$ cat src/rtl/instr_fetch_unit.sv
// Instruction fetch front end: one outstanding imem read, prefetch FIFO of {pc, word},
// and a redirect that flushes the FIFO and retires stale in-flight data.
module instr_fetch_unit #(
    parameter logic [31:0] RESET_PC = 32'h0000_0000,
    parameter int          DEPTH    = 2
) (
    input  logic        CLK,
    input  logic        RESET,
    output logic        imem_req,
    output logic [31:0] imem_addr,
    input  logic        imem_ack,
    input  logic [31:0] imem_rdata,
    input  logic        redirect_valid,
    input  logic [31:0] redirect_pc,
    output logic        ins_valid,
    input  logic        ins_ready,
    output logic [31:0] ins_data,
    output logic [31:0] ins_pc
);
    localparam int PW = (DEPTH > 1) ? $clog2(DEPTH) : 1;
    localparam int CW = PW + 1;
    localparam logic [CW-1:0] DEPTH_C = CW'(DEPTH);

    typedef enum logic [1:0] {S_IDLE, S_WAIT, S_DRAIN} state_t;

    state_t        state_q, state_d;
    logic [31:0]   fetch_pc_q, fetch_pc_d;
    logic          req_q, req_d;
    logic [31:0]   addr_q, addr_d;
    logic [PW-1:0] wr_ptr_q, wr_ptr_d, rd_ptr_q, rd_ptr_d;
    logic [CW-1:0] count_q, count_d;
    logic [31:0]   fifo_data_q [DEPTH];
    logic [31:0]   fifo_data_d [DEPTH];
    logic [31:0]   fifo_pc_q   [DEPTH];
    logic [31:0]   fifo_pc_d   [DEPTH];

    logic          ack, pop, push, issue;
    logic [31:0]   issue_pc, redir_pc;
    logic [CW-1:0] count_nxt;

    always_comb begin
        state_d    = state_q;
        fetch_pc_d = fetch_pc_q;
        req_d      = req_q;
        addr_d     = addr_q;
        wr_ptr_d   = wr_ptr_q;
        rd_ptr_d   = rd_ptr_q;
        fifo_data_d = fifo_data_q;
        fifo_pc_d   = fifo_pc_q;
        redir_pc   = {redirect_pc[31:2], 2'b00};
        ack        = imem_ack & req_q;
        pop        = (count_q != '0) & ins_ready & ~redirect_valid;
        push       = 1'b0;
        issue      = 1'b0;
        issue_pc   = fetch_pc_q;

        case (state_q)
            S_IDLE: begin
                if (redirect_valid) begin
                    issue    = 1'b1;
                    issue_pc = redir_pc;
                end else if (count_q < DEPTH_C) begin
                    issue = 1'b1;
                end
            end
            S_WAIT: begin
                if (redirect_valid) begin
                    if (ack) begin
                        issue    = 1'b1;
                        issue_pc = redir_pc;
                    end else begin
                        state_d = S_DRAIN;
                    end
                end else if (ack) begin
                    push       = 1'b1;
                    fetch_pc_d = fetch_pc_q + 32'd4;
                end
            end
            S_DRAIN: begin
                if (ack) begin
                    issue    = 1'b1;
                    issue_pc = redirect_valid ? redir_pc : fetch_pc_q;
                end
            end
            default: state_d = S_IDLE;
        endcase

        count_nxt = count_q + CW'(push) - CW'(pop);

        // Re-issue back to back only while the FIFO still has room after this edge.
        if (push) begin
            fifo_data_d[wr_ptr_q] = imem_rdata;
            fifo_pc_d[wr_ptr_q]   = fetch_pc_q;
            wr_ptr_d              = wr_ptr_q + PW'(1);
            if (count_nxt < DEPTH_C) begin
                issue    = 1'b1;
                issue_pc = fetch_pc_d;
            end else begin
                req_d   = 1'b0;
                state_d = S_IDLE;
            end
        end
        if (pop) rd_ptr_d = rd_ptr_q + PW'(1);
        count_d = count_nxt;

        if (redirect_valid) begin
            fetch_pc_d = redir_pc;
            count_d    = '0;
            rd_ptr_d   = wr_ptr_q;
        end

        if (issue) begin
            req_d   = 1'b1;
            addr_d  = issue_pc;
            state_d = S_WAIT;
        end
    end

    always_ff @(posedge CLK or posedge RESET) begin
        if (RESET) begin
            state_q    <= S_IDLE;
            fetch_pc_q <= RESET_PC;
            req_q      <= 1'b0;
            addr_q     <= RESET_PC;
            wr_ptr_q   <= '0;
            rd_ptr_q   <= '0;
            count_q    <= '0;
            for (int i = 0; i < DEPTH; i++) begin
                fifo_data_q[i] <= '0;
                fifo_pc_q[i]   <= '0;
            end
        end else begin
            state_q     <= state_d;
            fetch_pc_q  <= fetch_pc_d;
            req_q       <= req_d;
            addr_q      <= addr_d;
            wr_ptr_q    <= wr_ptr_d;
            rd_ptr_q    <= rd_ptr_d;
            count_q     <= count_d;
            fifo_data_q <= fifo_data_d;
            fifo_pc_q   <= fifo_pc_d;
        end
    end

    assign imem_req  = req_q;
    assign imem_addr = addr_q;
    assign ins_valid = (count_q != '0);
    assign ins_data  = fifo_data_q[rd_ptr_q];
    assign ins_pc    = fifo_pc_q[rd_ptr_q];
endmodule

$ cat config.mk
export PLATFORM = sky130hd
export DESIGN_NAME = instr_fetch_unit
export DESIGN_NICKNAME = d
export VERILOG_FILES = /design/src/rtl/instr_fetch_unit.sv
export SDC_FILE = /design/constraint.sdc
export NUM_CORES = 1
export LEC_CHECK = 0
export ABC_AREA = 1
export CAP_MARGIN = 20
export CORE_ASPECT_RATIO = 2
export CORE_UTILIZATION = 45
export DETAILED_ROUTE_END_ITERATION = 7
export DONT_BUFFER_PORTS = 1
export PLACE_DENSITY_LB_ADDON = 0.12
export SKIP_LAST_GASP = 1
export SLEW_MARGIN = 20
export SYNTH_ARGS = -nofsm -noshare
export SYNTH_HDL_FRONTEND = slang
export SYNTH_SLANG_ARGS = --single-unit
$ cat constraint.sdc
create_clock -name CLK -period 11.7 [get_ports CLK]
set_clock_uncertainty 0.05 [all_clocks]
set_input_delay 3.51 -clock CLK [delete_from_list [all_inputs] [get_ports CLK]]
set_output_delay 3.51 -clock CLK [all_outputs]
set_load 0.1 [all_outputs]
==> results.sh, run 1 <==
export IMPL_final_min_clock_period_ns=6.33
export IMPL_cp_slowest_cell="inv_2"
export IMPL_diodes=0
export IMPL_routed_via_count=7915
export IMPL_top_layer="met4"
export IMPL_cts_setup_buffers=0
export IMPL_ctsHoldBuffers=0
export IMPL_synth_area_leaders="dfrtp_1 (50%), nand2_1 (23%), o21ai_0 (5.9%)"
export IMPL_async_reset_ff_share_pct=100
export IMPL_wl_met2_um=13300
export IMPL_tightest_slew_ns=0.984
export IMPL_yosysTopAreaCell="dfrtp_1"
export IMPL_outcome="completed"
export IMPL_p_per_area_nw_per_um2=132
export IMPL_seq_area_frac_synth_pct=50.0
export IMPL_postLayoutCoreUtil_pct=49.0
export IMPL_setup_slack_ns=5.37
export IMPL_layout_drive_gt1_share_pct=4.95
export IMPL_cp_num_buf_inv=2
export IMPL_cts_htree_levels=4
export IMPL_crit_type="input pin to flip-flop"
export IMPL_cp_data_required_time_ns=11.98
export IMPL_crit_start="imem_ack"
export IMPL_drc=0
export IMPL_relSlewSlack_pct=34.2
export IMPL_dpl_hpwl_um=17200
export IMPL_ys_seq_elements=192
export IMPL_io_buffer_count=0
export IMPL_ant_nets=0
export IMPL_wl_per_cell_um=16.6
export IMPL_gp_congestion=0.910
export IMPL_max_freq_ghz=0.158
export IMPL_fin_nets=1333
export IMPL_synth_common_cells="nand2_1 (579), dfrtp_1 (192), o21ai_0 (113)"
export IMPL_synth_edf_count=0
export IMPL_hold_class="flip-flop to flip-flop"
export IMPL_numClockSinks=192
export IMPL_rows=75
export IMPL_crit_family="simple AND/OR/NAND/NOR gates"
export IMPL_place_worst_setup_slack_ns=4.93
export IMPL_path_clk_slew_ns=0.07
export IMPL_io_pins=167
export IMPL_cp_max_fo=31
export IMPL_tns_ns=0
export IMPL_path_cells="nand2_1 > nor2_1 > nand2_1 > ha_1 > inv_1 > ha_1 > xor2_1 > nand2_1 > nand2_1 > nand2_2 > nand2_4 > inv_2 > nor2_1 > nand2_1 > nand2_1"
export IMPL_die_y_um=209
export IMPL_ir_worst_vdd_mv=0.0791
export IMPL_cts_max_path_buffers=2
export IMPL_setup_violations=0
export IMPL_synthCells=1302
export IMPL_fin_crit_sh_pct=54.1
export IMPL_maxCapViolations=0
export IMPL_route_met3_wl_um=1040
export IMPL_synth_most_common_cell="nand2_1"
export IMPL_whs_ns=0.433
export IMPL_start_kind="input pin"
export IMPL_first_global_vias=7730
export IMPL_slowest_delay_ns=0.55
export IMPL_syn_area_um2=9610
export IMPL_die_width_um=105
export IMPL_power_leakage_nw=5.21
export IMPL_finalMaxSlewViolations=0
export IMPL_arrival_ns=6.61
export IMPL_yosys_warnings=0
export IMPL_firstDrtPassIters=5
export IMPL_die_area_um2=22000
export IMPL_met1_length_um=10500
export IMPL_area_growth_pct=6.71
export IMPL_hold_violations=0
export IMPL_initial_core_util_pct=45.9
export IMPL_synth_cell_types=33
export IMPL_grt_usage_pct=24.2
export IMPL_cp_end_kind="flip-flop"
export IMPL_viasPerCell=5.13
export IMPL_grt_max_degree=125
export IMPL_cts_root_buffer="clkbuf_16"
export IMPL_worstHoldStart="fifo_data_q[62]"
export IMPL_cpMostUsedCell="nand2_1"
export IMPL_insertion_delay_ns=0.44
export IMPL_grt_overflow_total=0
export IMPL_finalWirelength_um=25600
export IMPL_synth_top_area_share_pct=50.0
export IMPL_p_total_mw=1.35
export IMPL_cts_buffers=17
export IMPL_cts_resized=0
export IMPL_avgSynthCellArea_um2=7.38
export IMPL_r2r_start="imem_req"
export IMPL_synth_flop_cell="dfrtp_1"
export IMPL_cts_tree="yes"
export IMPL_dr_first_iter_drc_count=423
export IMPL_grt_pass1_wl_um=41000
export IMPL_core_area_um2=20900
export IMPL_antenna_found_initial=0
export IMPL_grt_setup_unrepaired="no"
-- cells in the final DEF, fill, tap and decap left out --
| cell type | n |
|---|---|
| inv_1 | 94 |
| nand2_2 | 3 |
| nand3_1 | 68 |
| clkbuf_16 | 17 |
| nor2_1 | 59 |
| clkbuf_8 | 5 |
| and3_1 | 1 |
| o21ai_1 | 54 |
| o22ai_1 | 5 |
| clkbuf_1 | 2 |
| inv_2 | 9 |
| nand2_4 | 2 |
| buf_4 | 5 |
| o21ai_2 | 3 |
| a21o_1 | 1 |
| nand2_1 | 579 |
| nand4_1 | 6 |
| nor3_1 | 7 |
| o211ai_1 | 6 |
| clkinvlp_4 | 3 |
| ha_1 | 3 |
| or2_4 | 1 |
| o21ai_0 | 113 |
| or2_2 | 1 |
| dfrtp_1 | 190 |
| inv_8 | 1 |
| a21oi_1 | 4 |
| nor2_4 | 3 |
| and2_1 | 3 |
| bufinv_16 | 2 |
| conb_1 | 2 |
| nor2_2 | 2 |
| a31oi_1 | 1 |
| buf_6 | 1 |
| xor2_1 | 12 |
| xnor2_1 | 1 |
| clkinv_2 | 2 |
| dfrtp_2 | 2 |
| inv_6 | 1 |
-- kinds of logic (layout without fill, tap and decap cells) --
| kind of cell | count (synthesis) | count (layout) | synth area share [%] |
|---|---|---|---|
| and+or+nand+nor | 735 | 735 | 30.5 |
| DFF | 192 | 192 | 50.0 |
| AOI/OAI and AO/OA | 187 | 187 | 10.1 |
| buffers and inverters | 171 | 142 | 7.85 |
| xor gates and xnor gates | 13 | 13 | 1.18 |
| adders and majority gates | 3 | 3 | 0.390 |
| other | 1 | 2 | 0.0390 |
-- final cells by class --
cell class / count / area [um^2]
well taps: 269 / 337
flip-flops and latches: 192 / 4810
repair buffers: 6 / 48.8
fillers: 2169 / 10700
clock buffers: 24 / 502
multi-input cells: 940 / 4070
inverters: 104 / 398
clock inverters: 8 / 101
-- flip-flops by register name, summed over array words and instances (netlist names) --
signal / count
count_q: 2
fetch_pc_q: 30
fifo_data_q: 64
fifo_pc_q: 60
imem_addr: 31
imem_req: 1
rd_ptr_q: 1
state_q: 2
wr_ptr_q: 1
-- worst register-to-register path: cells and delay by family (launching register included) --
family | cells | cell delay [ns]
XOR/XNOR | 1 | 0.15
flip-flops | 1 | 0.95
buffers and inverters | 2 | 0.59
adder cells (fa/ha/maj) | 2 | 0.62
AND/OR/NAND/NOR | 10 | 2.00
-- per-layer routing --
metal	up-vias	track usage (%)
met4	0	9.91
met5	-	0
li1	3985	-
met1	3699	29.1
met3	37	4.24
met2	194	42.5
-- power breakdown --
part / switching, mW / leakage, nW / internal [mW] / total (mW)
clock: 0.251 / 0.289 / 0.344 / 0.595
sequential: 0.0126 / 2.59 / 0.673 / 0.685
combinational: 0.0530 / 2.34 / 0.0174 / 0.0703
total: 0.317 / 5.21 / 1.03 / 1.35
-- metrics by stage --
stage               std cells  instance area (um^2)
finish                   1543                 10300
global route             1543                 10300
CTS                      1543                 10300
detailed placement       1511                  9650
global placement         1511                  9650
floorplan                1303                  9620
-- path summary, 6_finish.rpt --
path                              endpoint  slack, ns  depth (start not counted)
setup / recovery             imem_addr[31]       5.37                         15
hold / removal             fifo_data_q[62]       0.43                          2
setup reg to reg             imem_addr[31]       7.23                         15
hold reg to reg            fifo_data_q[62]       0.43                          2
max in group asynchronous         rd_ptr_q       7.08                          2
min in group asynchronous     imem_addr[3]       3.05                          1
(Power assumes the default switching activity.)
==> run 2: changes to the inputs <==
Clock period 11.7 ns to 5.2 ns, I/O delays scaled along.
==> results.sh, run 2 (same netlist as run 1, synthesis figures left out) <==
export IMPL_outcome="completed"
export IMPL_antenna_found_initial=0
export IMPL_diodes=0
export IMPL_grt_overflow_total=0
export IMPL_fin_crit_sh_pct=78.0
export IMPL_drc=0
export IMPL_grt_usage_pct=24.6
export IMPL_wl_per_cell_um=16.4
export IMPL_hold_end="fifo_pc_q[22]"
export IMPL_regMostFlops="fifo_data_q"
export IMPL_io_pins=167
export IMPL_crit_type="flip-flop to output port"
export IMPL_dpl_hpwl_um=17800
export IMPL_layout_commonest_cell="nand2_1"
export IMPL_cts_resized=0
export IMPL_die_y_um=209
export IMPL_cts_htree_levels=4
export IMPL_hold_violations=0
export IMPL_worstHoldStart="fifo_pc_q[22]"
export IMPL_cts_max_path_buffers=2
export IMPL_ir_worst_vdd_mv=0.161
export IMPL_r2r_end="imem_addr[26]"
export IMPL_p_per_area_nw_per_um2=291
export IMPL_fin_nets=1362
export IMPL_finalWirelength_um=25800
export IMPL_final_min_clock_period_ns=4.06
export IMPL_initial_core_util_pct=45.9
export IMPL_cp_data_required_time_ns=3.59
export IMPL_viasPerCell=5.16
export IMPL_max_freq_ghz=0.247
export IMPL_hold_class="flip-flop to flip-flop"
export IMPL_setup_violations=0
export IMPL_relSlewSlack_pct=35.4
export IMPL_core_area_um2=20900
export IMPL_routed_via_count=8100
export IMPL_insertion_delay_ns=0.44
export IMPL_top_layer="met4"
export IMPL_pwr_share_seq_pct=50.6
export IMPL_power_leakage_nw=5.37
export IMPL_tns_ns=0
export IMPL_grt_setup_unrepaired="no"
export IMPL_r2r_start="count_q[1]"
export IMPL_grt_pass1_wl_um=41600
export IMPL_maxCapViolations=0
export IMPL_cts_root_buffer="clkbuf_16"
export IMPL_layout_drive_gt1_share_pct=6.61
export IMPL_die_width_um=105
export IMPL_final_cell_mix="nand2_1 (579), dfrtp_1 (190), o21ai_0 (113), inv_1 (94), nand3_1 (68)"
export IMPL_wl_met2_um=13200
export IMPL_area_growth_pct=8.99
export IMPL_path_clk_slew_ns=0.06
export IMPL_rrSetupSlack_ns=1.86
export IMPL_tightest_slew_ns=0.966
export IMPL_hold_depth=2
export IMPL_route_met3_wl_um=1040
export IMPL_switching_share_pct=22.7
export IMPL_reg2regPathDepth=14
export IMPL_cp_max_fo=37
export IMPL_ant_nets=0
export IMPL_whs_ns=0.434
export IMPL_cts_tree="yes"
export IMPL_numClockSinks=192
export IMPL_p_int_mw=2.35
export IMPL_gp_congestion=0.933
export IMPL_cts_buffers=17
export IMPL_rows=75
export IMPL_ctsHoldBuffers=0
export IMPL_met1_length_um=10400
export IMPL_firstDrtPassIters=5
export IMPL_combPwrFrac_pct=5.3
export IMPL_grt_max_degree=124
export IMPL_io_buffer_count=0
export IMPL_p_switching_mw=0.691
export IMPL_dr_first_iter_drc_count=432
export IMPL_cts_setup_buffers=0
export IMPL_start_kind="flip-flop"
export IMPL_die_area_um2=22000
export IMPL_cp_end_kind="output port"
export IMPL_arrival_ns=2.45
export IMPL_first_global_vias=7947
export IMPL_power_frac_clock_pct=44.1
export IMPL_largest_register_ffs=64
export IMPL_finalMaxSlewViolations=0
run 2: changes by cell type in the layout (fill, tap and decap cells not counted), sizes merged:
cell / previous run / this run
clkinvlp: 3 / 1
inv: 105 / 103
buf: 6 / 35
bufinv: 2 / 4
clkinv: 2 / 3
run 2: worst max path at each step:
stage	from	end	slack, ns	depth (start not counted)
after floorplan	RESET	count_q[0]	1.11	1
final	rd_ptr_q	ins_pc[13]	1.14	4
after global placement	imem_ack	imem_addr[26]	1.12	14
after global routing	rd_ptr_q	ins_pc[16]	1.02	4
after detailed placement	imem_ack	imem_addr[26]	1.07	14
after CTS	rd_ptr_q	ins_pc[15]	1.09	4
run 2: final cells by class:
cell class	instances	area (um^2)
clock inverter	7	135
sequential	192	4810
clock buffer	24	452
fill	2180	10400
timing repair buffer	35	288
inverter	104	394
tap	269	337
multi-input combinational	940	4070
run 2: critical path: stages (launching register included):
cell and delay [ns]:
dfrtp_2 0.40, inv_2 0.29, buf_4 0.47, nand2_1 0.10, nand2_1 0.73
run 2: layer usage:
| layer | track usage [%] | up-vias |
|---|---|---|
| met2 | 41.9 | 226 |
| li1 | - | 4038 |
| met5 | 0 | - |
| met4 | 14.8 | 0 |
| met1 | 28.9 | 3777 |
| met3 | 3.87 | 59 |
run 2: power groups by stage:
stage | Clock [mW] | Combinational, mW | Sequential, mW
2_1_floorplan | 0 | 0.130 | 1.56
3_3_place_gp | 0 | 0.159 | 1.57
3_5_place_dp | 0 | 0.161 | 1.57
4_1_cts | 1.38 | 0.162 | 1.54
5_1_grt | 1.43 | 0.186 | 1.54
6_report | 1.34 | 0.160 | 1.54
run 2: through the flow:
stage,cells,setup slack (ns),utilization [%],area (um^2),power [mW]
after global routing,1571,1.02,50.1,10500,3.16
after global placement,1540,1.12,47.3,9890,1.73
after detailed placement,1540,1.07,47.3,9890,1.73
after CTS,1571,1.09,50.1,10500,3.09
final,1571,1.14,50.1,10500,3.05
after floorplan,1303,1.11,-,9620,1.69
==> run 3: changes to the inputs <==
Clock period 5.2 ns to 3.9 ns, I/O delays scaled along.
==> results.sh, run 3 (same netlist as run 1, synthesis figures left out) <==
export IMPL_io_pins=167
export IMPL_cts_root_buffer="clkbuf_16"
export IMPL_grt_max_degree=83
export IMPL_cts_tree="yes"
export IMPL_maxCapViolations=0
export IMPL_cp_data_required_time_ns=2.68
export IMPL_grt_overflow_total=0
export IMPL_tns_ns=0
export IMPL_cts_resized=0
export IMPL_worstHoldStart="fifo_data_q[61]"
export IMPL_hold_violations=0
export IMPL_outcome="completed"
export IMPL_routed_via_count=8250
export IMPL_io_buffer_count=0
export IMPL_cts_htree_levels=4
export IMPL_combPwrFrac_pct=5.3
export IMPL_p_int_mw=3.10
export IMPL_insertion_delay_ns=0.44
export IMPL_grt_pass1_wl_um=42000
export IMPL_tightest_slew_ns=0.951
export IMPL_cp_slowest_cell="buf_4"
export IMPL_r2r_end="imem_addr[31]"
export IMPL_hold_end="fifo_data_q[61]"
export IMPL_rows=75
export IMPL_rrSetupSlack_ns=0.82
export IMPL_largest_register_ffs=64
export IMPL_die_area_um2=22000
export IMPL_max_freq_ghz=0.309
export IMPL_antenna_found_initial=0
export IMPL_numClockSinks=192
export IMPL_wl_per_cell_um=15.9
export IMPL_arrival_ns=2.02
export IMPL_top_usage_layer="met2"
export IMPL_final_cell_mix="nand2_1 (579), dfrtp_1 (190), o21ai_0 (113), inv_1 (94), buf_4 (75)"
export IMPL_grt_setup_unrepaired="no"
export IMPL_grt_met1_usage_pct=28.6
export IMPL_slowest_delay_ns=0.61
export IMPL_path_cells="buf_4 > nand2_1 > nand2_1 > buf_4"
export IMPL_final_min_clock_period_ns=3.24
export IMPL_dr_first_iter_drc_count=526
export IMPL_area_growth_pct=13.3
export IMPL_power_frac_clock_pct=44.1
export IMPL_reg2regPathDepth=15
export IMPL_cp_end_kind="output port"
export IMPL_use_met3_pct=3.49
export IMPL_relSlewSlack_pct=36.6
export IMPL_r2r_start="count_q[1]"
export IMPL_ctsHoldBuffers=0
export IMPL_hold_class="flip-flop to flip-flop"
export IMPL_gp_congestion=0.926
export IMPL_setup_violations=0
export IMPL_cp_max_fo=63
export IMPL_ir_worst_vdd_mv=0.230
export IMPL_die_y_um=209
export IMPL_grt_usage_pct=24.7
export IMPL_drc=0
export IMPL_layout_drive_gt1_share_pct=10.4
export IMPL_pwr_share_seq_pct=50.5
export IMPL_ant_nets=0
export IMPL_dpl_hpwl_um=18000
export IMPL_firstDrtPassIters=5
export IMPL_regMostFlops="fifo_data_q"
export IMPL_switching_share_pct=23.8
export IMPL_viasPerCell=5.10
export IMPL_cts_buffers=17
export IMPL_initial_core_util_pct=45.9
export IMPL_layout_commonest_cell="nand2_1"
export IMPL_core_area_um2=20900
export IMPL_path_clk_slew_ns=0.07
export IMPL_fin_crit_sh_pct=83.1
export IMPL_first_global_vias=8066
export IMPL_crit_type="flip-flop to output port"
export IMPL_die_width_um=105
export IMPL_postLayoutCoreUtil_pct=52.0
export IMPL_gr_usage_met2_pct=43.8
export IMPL_finalMaxSlewViolations=0
export IMPL_diodes=0
export IMPL_cts_max_path_buffers=2
export IMPL_power_leakage_nw=5.64
export IMPL_start_kind="flip-flop"
export IMPL_p_per_area_nw_per_um2=373
export IMPL_p_switching_mw=0.968
export IMPL_fin_nets=1408
export IMPL_cts_setup_buffers=0
export IMPL_finalWirelength_um=25800
export IMPL_hold_depth=2
==> run 3: cell count changes in the layout (fill, tap and decap cells not counted) <==
cell        change
clkbuf_1        -7
bufinv_16       -1
clkinvlp_4      +4
clkinv_2        +2
inv_6           +2
buf_12          +4
clkbuf_8        +1
buf_4          +42
==> run 3: critical path: cells and delay by family (launching register included) <==
kind | cells | cell delay, ns
DFF | 1 | 0.36
and+or+nand+nor | 2 | 0.28
buffers and inverters | 2 | 0.92
==> run 3: area by class of cell <==
cell class	count	area, um^2
fillers	2115	10000
flip-flops and latches	192	4810
multi-input cells	940	4070
repair buffers	81	683
clock buffers	18	439
inverters	104	394
well taps	269	337
clock inverters	14	163
==> run 3: worst max path at each step <==
| stage | startpoint | endpoint | slack (ns) | cells after the start |
|---|---|---|---|---|
| 3_3_place_gp | imem_ack | imem_addr[31] | 0.40 | 15 |
| 2_1_floorplan | RESET | count_q[0] | 0.20 | 1 |
| 5_1_grt | rd_ptr_q | ins_pc[22] | 0.50 | 4 |
| 6_report | rd_ptr_q | ins_pc[22] | 0.66 | 4 |
| 3_5_place_dp | imem_ack | imem_addr[31] | 0.36 | 15 |
| 4_1_cts | rd_ptr_q | ins_pc[22] | 0.59 | 4 |
==> run 3: power groups by stage <==
stage          logic [mW]  clock network, mW  registers, mW
4_1_cts             0.220               1.84           2.05
5_1_grt             0.252               1.91           2.06
3_5_place_dp        0.219                  0           2.09
2_1_floorplan       0.173                  0           2.08
6_report            0.217               1.79           2.05
3_3_place_gp        0.215                  0           2.09
==> run 3: metrics by stage <==
stage          cell area [um^2]  total power [mW]  hold slack, ns  setup slack (ns)  std cells
6_report                  10900              4.07           0.432             0.660       1618
4_1_cts                   10900              4.12           0.436             0.589       1618
3_3_place_gp              10300              2.31           0.414             0.403       1586
3_5_place_dp              10300              2.31           0.418             0.363       1586
2_1_floorplan              9620              2.25           0.403             0.204       1303
5_1_grt                   10900              4.21           0.445             0.503       1618
==> run 3: metal layers <==
| metal | wire length (um) | vias to the layer above |
|---|---|---|
| li1 | - | 4140 |
| met1 | 10600 | 3838 |
| met2 | 13200 | 219 |
| met3 | 952 | 53 |
| met4 | 1060 | 0 |
| met5 | 0 | - |
